## config.mk

```make
export PLATFORM = sky130hd
export DESIGN_NAME = alt_aeq_adce_sched
export DESIGN_NICKNAME = d
export VERILOG_FILES = /design/src/rtl/alt_aeq_adce_sched_pkg.sv /design/src/rtl/alt_aeq_rr_pick.sv /design/src/rtl/alt_aeq_adce_sched.sv
export SDC_FILE = /design/constraint.sdc
export NUM_CORES = 1
export LEC_CHECK = 0
export BUFFER_PORTS_ARGS = -buffer_cell sky130_fd_sc_hd__buf_2
export CORE_MARGIN = 8
export CORE_UTILIZATION = 40
export CTS_CLUSTER_DIAMETER = 40
export DETAILED_ROUTE_END_ITERATION = 10
export HOLD_SLACK_MARGIN = 0.1
export PLACE_DENSITY = 0.62
export SYNTH_ARGS = -nofsm -noshare
export SYNTH_HDL_FRONTEND = slang
export SYNTH_SLANG_ARGS = --single-unit
```

## constraint.sdc

```tcl
create_clock -name i_clock -period 4.65 [get_ports i_clock]
set_input_delay 0.2325 -clock i_clock [delete_from_list [all_inputs] [get_ports i_clock]]
set_output_delay 0.2325 -clock i_clock [all_outputs]
set_load 0.005 [all_outputs]
```

## src/rtl/alt_aeq_adce_sched_pkg.sv

```systemverilog
// Shared definitions for the AEQ/ADCE calibration scheduler: default
// parameter values and the scheduler state encodings.
package alt_aeq_adce_sched_pkg;

  localparam int          DEF_N_CH         = 5;
  localparam int          DEF_N_SEL        = 3;
  localparam logic [23:0] DEF_RECAL_PERIOD = 24'd1000000;
  localparam int          DEF_ACK_TIMEOUT  = 16;

  typedef logic [1:0] sched_state_t;

  localparam sched_state_t ST_IDLE      = 2'd0;
  localparam sched_state_t ST_ISSUE     = 2'd1;
  localparam sched_state_t ST_WAIT_BUSY = 2'd2;
  localparam sched_state_t ST_WAIT_DONE = 2'd3;

endpackage

```

## src/rtl/alt_aeq_rr_pick.sv

```systemverilog
// Combinational round-robin picker: returns the first pending channel at or
// after the pointer, wrapping from N_CH-1 back to channel 0.
module alt_aeq_rr_pick
  import alt_aeq_adce_sched_pkg::*;
#(
  parameter int N_CH  = DEF_N_CH,
  parameter int N_SEL = DEF_N_SEL
) (
  input  logic [N_CH-1:0]  pend,
  input  logic [N_SEL-1:0] ptr,
  output logic [N_SEL-1:0] idx,
  output logic             valid
);

  int               sum;
  logic [N_SEL-1:0] cand;

  // Scan from the farthest offset down so the nearest pending channel wins.
  always_comb begin
    // NOTE: every output of a combinational block gets a default first so no latch is inferred.
    idx   = '0;
    valid = 1'b0;
    sum   = 0;
    cand  = '0;
    for (int i = N_CH - 1; i >= 0; i--) begin
      sum = int'(ptr) + i;
      if (sum >= N_CH) sum = sum - N_CH;
      cand = N_SEL'(sum);
      if (pend[cand]) begin
        idx   = cand;
        valid = 1'b1;
      end
    end
  end

endmodule

```

## src/rtl/alt_aeq_adce_sched.sv

```systemverilog
// Calibration scheduler for the adaptive equaliser / DC-offset controller.
// Collects sticky per-channel calibrate and shutdown requests, serves
// calibrations round-robin with a busy/done handshake against the shared
// controller, issues periodic recal sweeps, and fires shutdowns when no
// calibration is outstanding.
module alt_aeq_adce_sched
  import alt_aeq_adce_sched_pkg::*;
#(
  parameter int          N_CH         = DEF_N_CH,
  parameter int          N_SEL        = DEF_N_SEL,
  parameter logic [23:0] RECAL_PERIOD = DEF_RECAL_PERIOD,
  parameter int          ACK_TIMEOUT  = DEF_ACK_TIMEOUT
) (
  input  logic             i_clock,
  input  logic             i_reset,
  input  logic [N_CH-1:0]  i_cal_req,
  input  logic [N_CH-1:0]  i_shutdown_req,
  input  logic             i_periodic_en,
  input  logic             i_ctl_busy,
  output logic             o_calibrate0q,
  output logic             o_recal0q,
  output logic             o_shutdown_ch0q,
  output logic [N_SEL-1:0] o_current_ch0q,
  output logic [N_CH-1:0]  o_cal_ack0q,
  output logic             o_sched_busy0q,
  output logic             o_timeout_err0q
);

  localparam int               TMR_W    = (RECAL_PERIOD > 24'd1) ? $clog2(RECAL_PERIOD) : 1;
  localparam logic [TMR_W-1:0] TMR_LAST = TMR_W'(RECAL_PERIOD - 24'd1);
  localparam int               ACK_W    = (ACK_TIMEOUT > 1) ? $clog2(ACK_TIMEOUT) : 1;
  localparam logic [ACK_W-1:0] ACK_LAST = ACK_W'(ACK_TIMEOUT - 1);
  localparam logic [N_SEL-1:0] CH_LAST  = N_SEL'(N_CH - 1);

  sched_state_t     state, state_nxt;
  logic [N_CH-1:0]  cal_pend, recal_flag, shut_pend;
  logic [N_SEL-1:0] ptr, ptr_nxt;
  logic [TMR_W-1:0] tmr, tmr_nxt;
  logic [ACK_W-1:0] ack_cnt, ack_cnt_nxt;

  logic [N_SEL-1:0] pick_idx, shut_idx, cur_nxt;
  logic             pick_valid, shut_valid, tmr_expire;
  logic [N_CH-1:0]  cur_mask, cal_clr, recal_clr, shut_clr, ack_nxt;
  logic             cal_pulse_nxt, recal_pulse_nxt, shut_pulse_nxt, err_nxt;

  alt_aeq_rr_pick #(
    .N_CH  (N_CH),
    .N_SEL (N_SEL)
  ) u_rr_pick (
    .pend  (cal_pend),
    .ptr   (ptr),
    .idx   (pick_idx),
    .valid (pick_valid)
  );

  // Lowest-index pending shutdown.
  always_comb begin
    shut_idx   = '0;
    shut_valid = 1'b0;
    for (int i = N_CH - 1; i >= 0; i--) begin
      if (shut_pend[i]) begin
        shut_idx   = N_SEL'(i);
        shut_valid = 1'b1;
      end
    end
  end

  // Periodic recal timer: advances only while idle, cleared when disabled.
  always_comb begin
    tmr_expire = i_periodic_en && (state == ST_IDLE) && (tmr == TMR_LAST);
    if (!i_periodic_en)      tmr_nxt = '0;
    else if (state != ST_IDLE) tmr_nxt = tmr;
    else if (tmr_expire)     tmr_nxt = '0;
    else                     tmr_nxt = tmr + 1'b1;
  end

  // Scheduler next-state, pulse and pending-clear decisions.
  always_comb begin
    state_nxt       = state;
    ptr_nxt         = ptr;
    cur_nxt         = o_current_ch0q;
    ack_cnt_nxt     = ack_cnt;
    cal_clr         = '0;
    recal_clr       = '0;
    shut_clr        = '0;
    ack_nxt         = '0;
    cal_pulse_nxt   = 1'b0;
    recal_pulse_nxt = 1'b0;
    shut_pulse_nxt  = 1'b0;
    err_nxt         = o_timeout_err0q;
    cur_mask        = N_CH'(1) << o_current_ch0q;

    case (state)
      ST_IDLE: begin
        if (!i_ctl_busy) begin
          if (pick_valid) begin
            state_nxt = ST_ISSUE;
            cur_nxt   = pick_idx;
          end else if (shut_valid) begin
            shut_pulse_nxt = 1'b1;
            cur_nxt        = shut_idx;
            shut_clr       = N_CH'(1) << shut_idx;
          end
        end
      end
      ST_ISSUE: begin
        state_nxt   = ST_WAIT_BUSY;
        ack_cnt_nxt = '0;
        if (|(recal_flag & cur_mask)) recal_pulse_nxt = 1'b1;
        else                          cal_pulse_nxt   = 1'b1;
      end
      ST_WAIT_BUSY: begin
        if (i_ctl_busy) begin
          state_nxt = ST_WAIT_DONE;
        end else if (ack_cnt == ACK_LAST) begin
          // Controller never picked the request up: drop it and flag it.
          err_nxt   = 1'b1;
          cal_clr   = cur_mask;
          state_nxt = ST_IDLE;
        end else begin
          ack_cnt_nxt = ack_cnt + 1'b1;
        end
      end
      ST_WAIT_DONE: begin
        if (!i_ctl_busy) begin
          ack_nxt   = cur_mask;
          cal_clr   = cur_mask;
          recal_clr = cur_mask;
          ptr_nxt   = (o_current_ch0q == CH_LAST) ? '0 : o_current_ch0q + 1'b1;
          state_nxt = ST_IDLE;
        end
      end
      default: state_nxt = ST_IDLE;
    endcase
  end

  // State, pending sets and registered outputs; new requests win over clears.
  always_ff @(posedge i_clock) begin
    if (i_reset) begin
      state           <= ST_IDLE;
      cal_pend        <= '0;
      recal_flag      <= '0;
      shut_pend       <= '0;
      ptr             <= '0;
      tmr             <= '0;
      ack_cnt         <= '0;
      o_calibrate0q   <= 1'b0;
      o_recal0q       <= 1'b0;
      o_shutdown_ch0q <= 1'b0;
      o_current_ch0q  <= '0;
      o_cal_ack0q     <= '0;
      o_sched_busy0q  <= 1'b0;
      o_timeout_err0q <= 1'b0;
    end else begin
      // NOTE: sequential state uses non-blocking assignments so every register samples pre-edge values.
      state           <= state_nxt;
      cal_pend        <= (cal_pend & ~cal_clr) | i_cal_req | {N_CH{tmr_expire}};
      recal_flag      <= (recal_flag & ~recal_clr) | {N_CH{tmr_expire}};
      shut_pend       <= (shut_pend & ~shut_clr) | i_shutdown_req;
      ptr             <= ptr_nxt;
      tmr             <= tmr_nxt;
      ack_cnt         <= ack_cnt_nxt;
      o_calibrate0q   <= cal_pulse_nxt;
      o_recal0q       <= recal_pulse_nxt;
      o_shutdown_ch0q <= shut_pulse_nxt;
      o_current_ch0q  <= cur_nxt;
      o_cal_ack0q     <= ack_nxt;
      o_sched_busy0q  <= (state_nxt != ST_IDLE);
      o_timeout_err0q <= err_nxt;
    end
  end

endmodule

```

==> results of run 1 <==
stage by stage:
| stage | hold WS (ns) | total power [W] |
|---|---|---|
| after global placement | 0.4393 | 0.0006783 |
| after CTS | 0.1040 | 0.001144 |
| after floorplan | 0.3499 | 0.0006341 |
| after detailed placement | 0.4482 | 0.0006784 |
| final | 0.1210 | 0.001130 |
| after global routing | 0.1064 | 0.001183 |
registers in the layout, indices dropped and copies added (netlist names):
register         flops
o_cal_ack0q          5
o_calibrate0q        1
o_timeout_err0q      1
ptr                  3
ack_cnt              4
state                2
o_shutdown_ch0q      1
shut_pend            5
tmr                 20
recal_flag           5
o_sched_busy0q       1
cal_pend             5
o_recal0q            1
o_current_ch0q       3
cells by family after synthesis:
| logic type | count (synthesis) | share of synthesized area |
|---|---|---|
| compound gates | 97 | 0.1822 |
| buf+inv | 47 | 0.05506 |
| flops | 57 | 0.3240 |
| mux | 18 | 0.06608 |
| fa+ha+maj | 16 | 0.05897 |
| simple gates | 178 | 0.2515 |
| xor+xnor | 25 | 0.06217 |
power breakdown:
part / leakage (nW) / internal [W] / switching (W) / total, W
Combinational: 0.979 / 0.0000599 / 0.0000812 / 0.000141
Clock: 0.0888 / 0.000262 / 0.000198 / 0.000461
Sequential: 0.464 / 0.000504 / 0.0000241 / 0.000528
worst max-delay path: stages, from the launching register on:
cell and delay, ns:
dfxtp_1 0.63, inv_1 0.24, ha_1 0.30, a221o_1 0.45, o311a_1 0.42, or2_4 0.25
or3_1 0.38, or4b_1 0.69, nand2b_1 0.30, nor4_1 0.21, nor3_1 0.08
cell usage after synthesis, types with 3 or more instances:
cell      count
nor2_1       61
dfxtp_1      57
nand2_1      28
a21oi_1      25
inv_1        22
o21ai_0      21
nor3_1       20
clkbuf_1     16
ha_1         15
nand3_1      13
xnor2_1      13
mux2i_1      12
xor2_1       12
nand2b_1     10
a31oi_1       8
nor2b_1       8
or3_1         7
nand4_1       6
o211ai_1      6
and3_1        5
a21o_1        4
mux4_2        4
and4_1        3
buf_1         3
nor3b_1       3
nor4b_1       3
o31ai_1       3
worst paths after layout:
| kind | startpoint | endpoint | slack, ns | cells after the start |
|---|---|---|---|---|
| max | ptr[1] | shut_pend[2] | 0.55 | 10 |
| min | i_shutdown_req[4] | shut_pend[4] | 0.12 | 3 |
| max reg2reg | ptr[1] | shut_pend[2] | 0.55 | 10 |
| min reg2reg | o_timeout_err0q | o_timeout_err0q | 0.47 | 2 |
metal layers:
| layer | GRT usage | vias up | wire length (um) |
|---|---|---|---|
| met5 | 0 | - | 0 |
| met4 | 0.05497 | 0 | 178 |
| met3 | 0.04396 | 15 | 364 |
| met2 | 0.2466 | 73 | 4031 |
| met1 | 0.1803 | 1462 | 3955 |
| li1 | - | 1597 | - |
final cells by class:
type	count	share of cell area
Timing Repair Buffer	33	0.04704
Multi-Input combinational cell	334	0.5556
Sequential cell	57	0.2899
Inverter	24	0.02289
Clock buffer	12	0.03687
Clock inverter	4	0.01335
Tap cell	108	0.03433
repair_timing:
action	in CTS	in global routing
setup buffers	0	0
endpoints found under the hold margin	1	0
hold buffers	1	0
==> results.md, run 1 <==
- Placed cell count: 555
- Layout fillers: 863
- Max-Cap Viols: 0
- Post-synth top area share: 0.3240
- Clk root buf: clkbuf_8
- Core Area: 8636 um^2
- Hold Fails Final Rpt: 0
- Setup slack after placement: 0.5715 ns
- Worst-Skew Late Latency: 0.34 ns
- Num ports: 27
- Setup TNS: 0 ns
- DRC viols: 0
- CP endpoint kind: register
- Endpoints failing setup: 0
- Gr usage total: 0.1497
- Iteration count of the initial detailed-routing pass: 4
- Final instance area: 3936 um^2
- Final Worst Setup Slack: 0.5474 ns
- Yosys reg bits: 57
- Peak supply drop: 169.1 uV
- Initial Util: 0.4079
- EDFF count, synth: 0
- Async SR Flop Fraction: 0
- Register area: 1141 um^2
- Clk sink count: 57
- Post-Route Skew: 0.008827 ns
- Most area-hungry cell type in the Yosys netlist: dfxtp_1
- First-pass GRT wire length: 14500 um
- Slew Limit Fails: 0
- Drt wl/cell: 14.91 um
- Largest net degree at the start of global routing: 41
- Critical Path RT: 4.84 ns
- Syn Nets: 468
- Worst EP arrival: 4.29 ns
- Post-synthesis cell area: 3522 um^2
- Synthesis-to-finish area growth: 11.76%
- FP Rows: 34
- Slew @ Worst Pin: 0.7385 ns
- F_max: 243.7 MHz
- Buffers on Ports: 26
- Most frequent cells in the layout: nor2_1 (61), dfxtp_1 (57), nand2_1 (28)
- Depth of the CTS H-tree: 3
- Overflow after GRT: 0
- Sequential area share after synthesis: 0.3240
- Initial antenna violation count: 0
- TritonCTS Buffers: 9
- Final nets: 489
- RSZ-0062 raised after global routing: no
- Status: complete, no violations
- DP HPWL: 6163 um
- Post-CTS sizing: 0
- Min Tclk post-route: 4.103 ns
- Fin util: 0.4558
- Die width: 109.8 um
- Worst-path clk slew: 0.07 ns
- Die ar.: 12060 um^2
- TritonCTS clock tree: yes
- Iter 0 DRT Violations: 189
- WS Path Type: register to register
- Maximum fanout along the worst path: 13
- Inserted Diodes: 0
- Most common cell after layout, fill and taps aside: nor2_1
- Antenna-violating nets left: 0
- Slew margin rel.: 0.5062
- Primary FF master, synth: dfxtp_1
- CP Launch Type: register
- Yosys warnings: 0
- Gate Count Post-Synth: 438
- Yosys cell types: 63
- GPL Wtd Cong: 0.9211
- Area occupied by multi-input gates: 2187 um^2
- Placed Area: 3729 um^2
- WL final: 8530 um
- Routed vias: 3147
- Avg Synthesized Cell Area: 8.041 um^2
- Die height: 109.8 um
- Fin cells: 572
- PD cells: 287.0 nW/um^2
- Vias in the first global route: 3095
- Lkg Pwr: 1.532 nW
- HP Class: primary input to register
- Synth top area cells: dfxtp_1 (32%), nor2_1 (6.5%), ha_1 (5.3%)
- DR vias/cell: 5.502
- Crit share post-route: 0.8823
- Max Buffers Root-to-Sink: 2
- Ratio of cells with drive above 1 in the final layout: 0.1336
Power figures use the tool's default switching activity.
==> run 2: changes to the inputs <==
--- a/config.mk
+++ b/config.mk
@@ -7,11 +7,11 @@
 export LEC_CHECK = 0
 export BUFFER_PORTS_ARGS = -buffer_cell sky130_fd_sc_hd__buf_2
 export CORE_MARGIN = 8
-export CORE_UTILIZATION = 40
+export CORE_UTILIZATION = 50
 export CTS_CLUSTER_DIAMETER = 40
 export DETAILED_ROUTE_END_ITERATION = 10
 export HOLD_SLACK_MARGIN = 0.1
-export PLACE_DENSITY = 0.62
+export PLACE_DENSITY = 0.65
 export SYNTH_ARGS = -nofsm -noshare
 export SYNTH_HDL_FRONTEND = slang
 export SYNTH_SLANG_ARGS = --single-unit
==> run 2 against run 1 <==
Against the previous run:
- via count rose by 2.6%
- worst setup slack got worse by 0.089 ns
- sequential power barely moved
- critical path type unchanged
- largest power group is now clock
- highest routed layer unchanged
==> results.md, run 2 (synthesis gave the netlist of run 1 again) <==
- Depth of the CTS H-tree: 3
- F_max: 238.6 MHz
- Maximum fanout along the worst path: 13
- Reg with most FFs: tmr
- TritonCTS clock tree: yes
- Die ar.: 9986 um^2
- TritonCTS Buffers: 9
- Synthesis-to-finish area growth: 11.65%
- Die height: 99.93 um
- Vias in the first global route: 3196
- Fin cells: 556
- First-pass GRT wire length: 14870 um
- DR vias/cell: 5.808
- PD cells: 312.8 nW/um^2
- Die width: 99.93 um
- Peak supply drop: 191.4 uV
- Initial antenna violation count: 0
- GPL Wtd Cong: 0.9404
- FP Rows: 30
- Inserted Diodes: 0
- Crit path max-delay family: simple AND/OR/NAND/NOR gates
- CP Launch Type: register
- Drt wl/cell: 15.67 um
- Placed cell count: 540
- Lkg Pwr: 1.545 nW
- Slowest library cell on the worst path: or4b_1
- Worst EP arrival: 4.39 ns
- Slew margin rel.: 0.5149
- Core Area: 6794 um^2
- Routed vias: 3229
- WL final: 8713 um
- Max FFs per register: 20
- Clk root buf: clkbuf_8
- Antenna-violating nets left: 0
- Slowest cell delay on critical path: 0.68 ns
- Critical-path cell list: inv_1 -> ha_1 -> a221o_1 -> o311a_1 -> or2_4 -> or3_1 -> or4b_1 -> nand2b_1 -> nor4_1 -> nor3_1
- Gr usage total: 0.1840
- Hold Fails Final Rpt: 0
- Initial Util: 0.5184
- Final nets: 486
- Slew @ Worst Pin: 0.7255 ns
- DP HPWL: 6171 um
- RSZ-0062 raised after global routing: no
- Max-Cap Viols: 0
- Endpoints failing setup: 0
- Min Tclk post-route: 4.191 ns
- Critical Path RT: 4.85 ns
- Slew Limit Fails: 0
- Clk sink count: 57
- Setup TNS: 0 ns
- Worst path bufs/invs: 1
- CP endpoint kind: register
- DRC viols: 0
- Iter 0 DRT Violations: 273
- Ratio of cells with drive above 1 in the final layout: 0.1283
- Iteration count of the initial detailed-routing pass: 5
- Most frequent cells in the layout: nor2_1 (61), dfxtp_1 (57), nand2_1 (28)
- Post-CTS sizing: 0
- Worst-Skew Late Latency: 0.35 ns
- Worst-path clk slew: 0.07 ns
- Most common cell after layout, fill and taps aside: nor2_1
- Largest net degree at the start of global routing: 41
- WS Path Type: register to register
- Max Buffers Root-to-Sink: 2
- HP Class: primary input to register
- Post-Route Skew: 0.01027 ns
- Status: complete, no violations
- Num ports: 27
- Buffers on Ports: 26
- Postcts setup bufs: 0
- Crit share post-route: 0.9014
- Overflow after GRT: 0
==> run 2: what timing repair did <==
action	CTS	global route
setup endpoints to repair	0	0
endpoints found under the hold margin	1	0
hold buffers	1	0
==> run 2: worst paths after layout <==
check / from / end / slack (ns) / cells past startpoint
min: i_shutdown_req[4] / shut_pend[4] / 0.12 / 3
max reg2reg: ptr[1] / shut_pend[2] / 0.46 / 10
min reg2reg: recal_flag[4] / recal_flag[4] / 0.48 / 2
max: ptr[1] / shut_pend[2] / 0.46 / 10
==> run 2: tightest hold or removal path: stages <==
cell and delay, ns:
buf_2 0.09, inv_1 0.04, a21oi_1 0.05
==> run 2: through the flow <==
stage          area, um^2  hold WS (ns)  setup slack (ns)  total power, W    util
2_1_floorplan        3522        0.3499            0.6603       0.0006341       -
3_3_place_gp         3691        0.4470            0.6647       0.0006778  0.5433
6_report             3933        0.1191            0.4587        0.001230  0.5788
5_1_grt              3933        0.1083            0.2549        0.001283  0.5788
3_5_place_dp         3691        0.4548            0.5403       0.0006788  0.5433
4_1_cts              3933        0.1107            0.5125        0.001242  0.5788
==> run 2: where the power goes <==
| group | switching [W] | leakage, nW | internal [W] | total [W] |
|---|---|---|---|---|
| Clock | 0.000205 | 0.117 | 0.000354 | 0.000559 |
| Combinational | 0.0000832 | 0.964 | 0.0000597 | 0.000143 |
| Sequential | 0.0000240 | 0.464 | 0.000504 | 0.000528 |
==> run 2: layer usage <==
layer  global-route usage  routed length, um  vias up
met4               0.1036                321        0
met5                    0                  0        -
met1               0.2246               3990     1506
met2               0.2848               3948      102
li1                     -                  -     1586
met3              0.05052                452       35
==> run 2: layout make-up <==
type	instances	area, um^2
multi-input combinational	334	2187
clock inverter	5	103.9
inverter	24	90.09
timing repair buffer	30	162.7
clock buffer	10	127.6
sequential	57	1141
tap	96	120.1
fill	635	2861
==> run 3: changes to the inputs <==
--- a/config.mk
+++ b/config.mk
@@ -6,12 +6,14 @@
 export NUM_CORES = 1
 export LEC_CHECK = 0
 export BUFFER_PORTS_ARGS = -buffer_cell sky130_fd_sc_hd__buf_2
+export CORE_ASPECT_RATIO = 2
 export CORE_MARGIN = 8
 export CORE_UTILIZATION = 50
 export CTS_CLUSTER_DIAMETER = 40
 export DETAILED_ROUTE_END_ITERATION = 10
 export HOLD_SLACK_MARGIN = 0.1
 export PLACE_DENSITY = 0.65
+export SLEW_MARGIN = 25
 export SYNTH_ARGS = -nofsm -noshare
 export SYNTH_HDL_FRONTEND = slang
 export SYNTH_SLANG_ARGS = --single-unit
==> run 3 against run 2 <==
Against the previous run:
- utilization is 0.15 points higher
- global-route usage rose by 2.5 points
- register-to-register slack improved by 0.12 ns
- largest cell class unchanged
- first-iteration DRC count is 23% lower
- via count fell by 0.96%
==> results.md, run 3 (synthesis gave the netlist of run 1 again) <==
- Routed vias: 3198
- Antenna-violating nets left: 0
- Hold Startpoint: i_shutdown_req[0]
- Min Tclk post-route: 4.073 ns
- Initial antenna violation count: 0
- Peak supply drop: 340.6 uV
- Ratio of cells with drive above 1 in the final layout: 0.1367
- DP HPWL: 7329 um
- Inserted Diodes: 0
- Max-Cap Viols: 0
- Final nets: 486
- Reg with most FFs: tmr
- Max FFs per register: 20
- Fin util: 0.5803
- Tot Pwr: 0.001327 W
- Iter 0 DRT Violations: 211
- RSZ-0062 raised after global routing: no
- PD cells: 332.1 nW/um^2
- Num ports: 27
- DR vias/cell: 5.804
- Gr usage total: 0.2087
- Maximum fanout along the worst path: 13
- DRC viols: 0
- Postcts setup bufs: 0
- Endpoints failing setup: 0
- Critical Path RT: 4.82 ns
- Min-Delay Endpoint: shut_pend[0]
- TritonCTS Buffers: 9
- Worst r2r src: ptr[1]
- Die width: 75.35 um
- Depth of the CTS H-tree: 3
- Setup slack after placement: 0.4388 ns
- Overflow after GRT: 0
- Critical-path cell list: inv_1 -> ha_1 -> ha_1 -> a21oi_1 -> and4_1 -> or3_1 -> o21bai_1 -> or4b_1 -> nand2b_1 -> nor3_1 -> nor3_1
- Hold Fails Final Rpt: 0
- Most frequent cells in the layout: nor2_1 (61), dfxtp_1 (56), nand2_1 (28)
- Iteration count of the initial detailed-routing pass: 4
- FF-to-FF path depth: 11
- CP Launch Type: register
- Worst-Skew Late Latency: 0.33 ns
- Worst-path clk slew: 0.06 ns
- Register-to-register setup slack: 0.58 ns
- WL final: 9717 um
- Buffers on Ports: 26
- Lkg Pwr: 1.566 nW
- Worst EP arrival: 4.25 ns
- FP Rows: 43
- Crit share post-route: 0.8759
- GPL Wtd Cong: 1.008
- WHS Path Cells: 3
- Layout fillers: 674
- Setup TNS: 0 ns
- CP endpoint kind: register
- FF-to-FF End: shut_pend[1]
- Clk sink count: 57
- TritonCTS clock tree: yes
- F_max: 245.5 MHz
- Slew @ Worst Pin: 0.8552 ns
- Post-Route Skew: 0.008687 ns
- Slew margin rel.: 0.4151
- Die ar.: 10150 um^2
- Largest net degree at the start of global routing: 41
- Synthesis-to-finish area growth: 13.46%
- WS Path Type: register to register
- Max Buffers Root-to-Sink: 2
- Clk root buf: clkbuf_16
- Slowest library cell on the worst path: or4b_1
- Post-CTS sizing: 0
- Vias in the first global route: 3358
- Initial Util: 0.5114
- Die height: 134.7 um
- Status: complete, no violations
- First-pass GRT wire length: 16180 um
- Slew Limit Fails: 0
- Slowest cell delay on critical path: 0.63 ns
- Final Worst Setup Slack: 0.5769 ns
- Fin cells: 551
- Hold buffer count at CTS: 0
- HP Class: primary input to register
- Placed cell count: 535
- Core Area: 6887 um^2
- Most common cell after layout, fill and taps aside: nor2_1
- Drt wl/cell: 17.64 um
-- run 3: critical path, delay by kind of cell (launching register included) --
kind	cells	cell delay, ns
buffers and inverters	1	0.19
AO/OA/AOI/OAI	2	0.59
AND/OR/NAND/NOR	6	1.90
adder cells (fa/ha/maj)	2	0.74
flip-flops	1	0.50
-- run 3: per-stage QoR --
step           area [um^2]  hold slack, ns
4_1_cts               3995          0.1124
2_1_floorplan         3522          0.3499
3_3_place_gp          3691          0.4457
6_report              3996          0.1171
5_1_grt               3996          0.1184
3_5_place_dp          3691          0.4523
-- run 3: cell type report --
class | count | area, um^2 | share of cell area
Clock inverter | 7 | 78.83 | 0.01972
Inverter | 24 | 90.09 | 0.02254
Multi-Input combinational cell | 334 | 2187 | 0.5473
Sequential cell | 57 | 1142 | 0.2858
Timing Repair Buffer | 30 | 160.2 | 0.04008
Clock buffer | 9 | 225.2 | 0.05636
Tap cell | 90 | 112.6 | 0.02818
-- run 3: layer usage --
metal	share of wire	global-route usage	vias up	wire length (um)
met5	0	0	-	0
met4	0.058	0.1455	0	560
met3	0.038	0.04235	33	374
met2	0.55	0.3755	75	5318
met1	0.36	0.1967	1502	3463
li1	-	-	1588	-
-- run 3: how the worst max path moves through the flow --
stage	from	slack, ns	cells past startpoint	to
global route	ptr[1]	0.20	11	shut_pend[1]
finish	ptr[1]	0.58	11	shut_pend[1]
floorplan	ptr[0]	0.66	15	shut_pend[2]
global placement	ptr[1]	0.52	11	shut_pend[2]
detailed placement	ptr[1]	0.44	11	shut_pend[2]
CTS	ptr[1]	0.39	11	shut_pend[1]
-- run 3: report_power, final --
group,switching (W),total (W),internal [W]
Combinational,0.0000830,0.000141,0.0000584
Clock,0.000239,0.000656,0.000417
Sequential,0.0000253,0.000530,0.000504
Total,0.000347,0.00133,0.000980
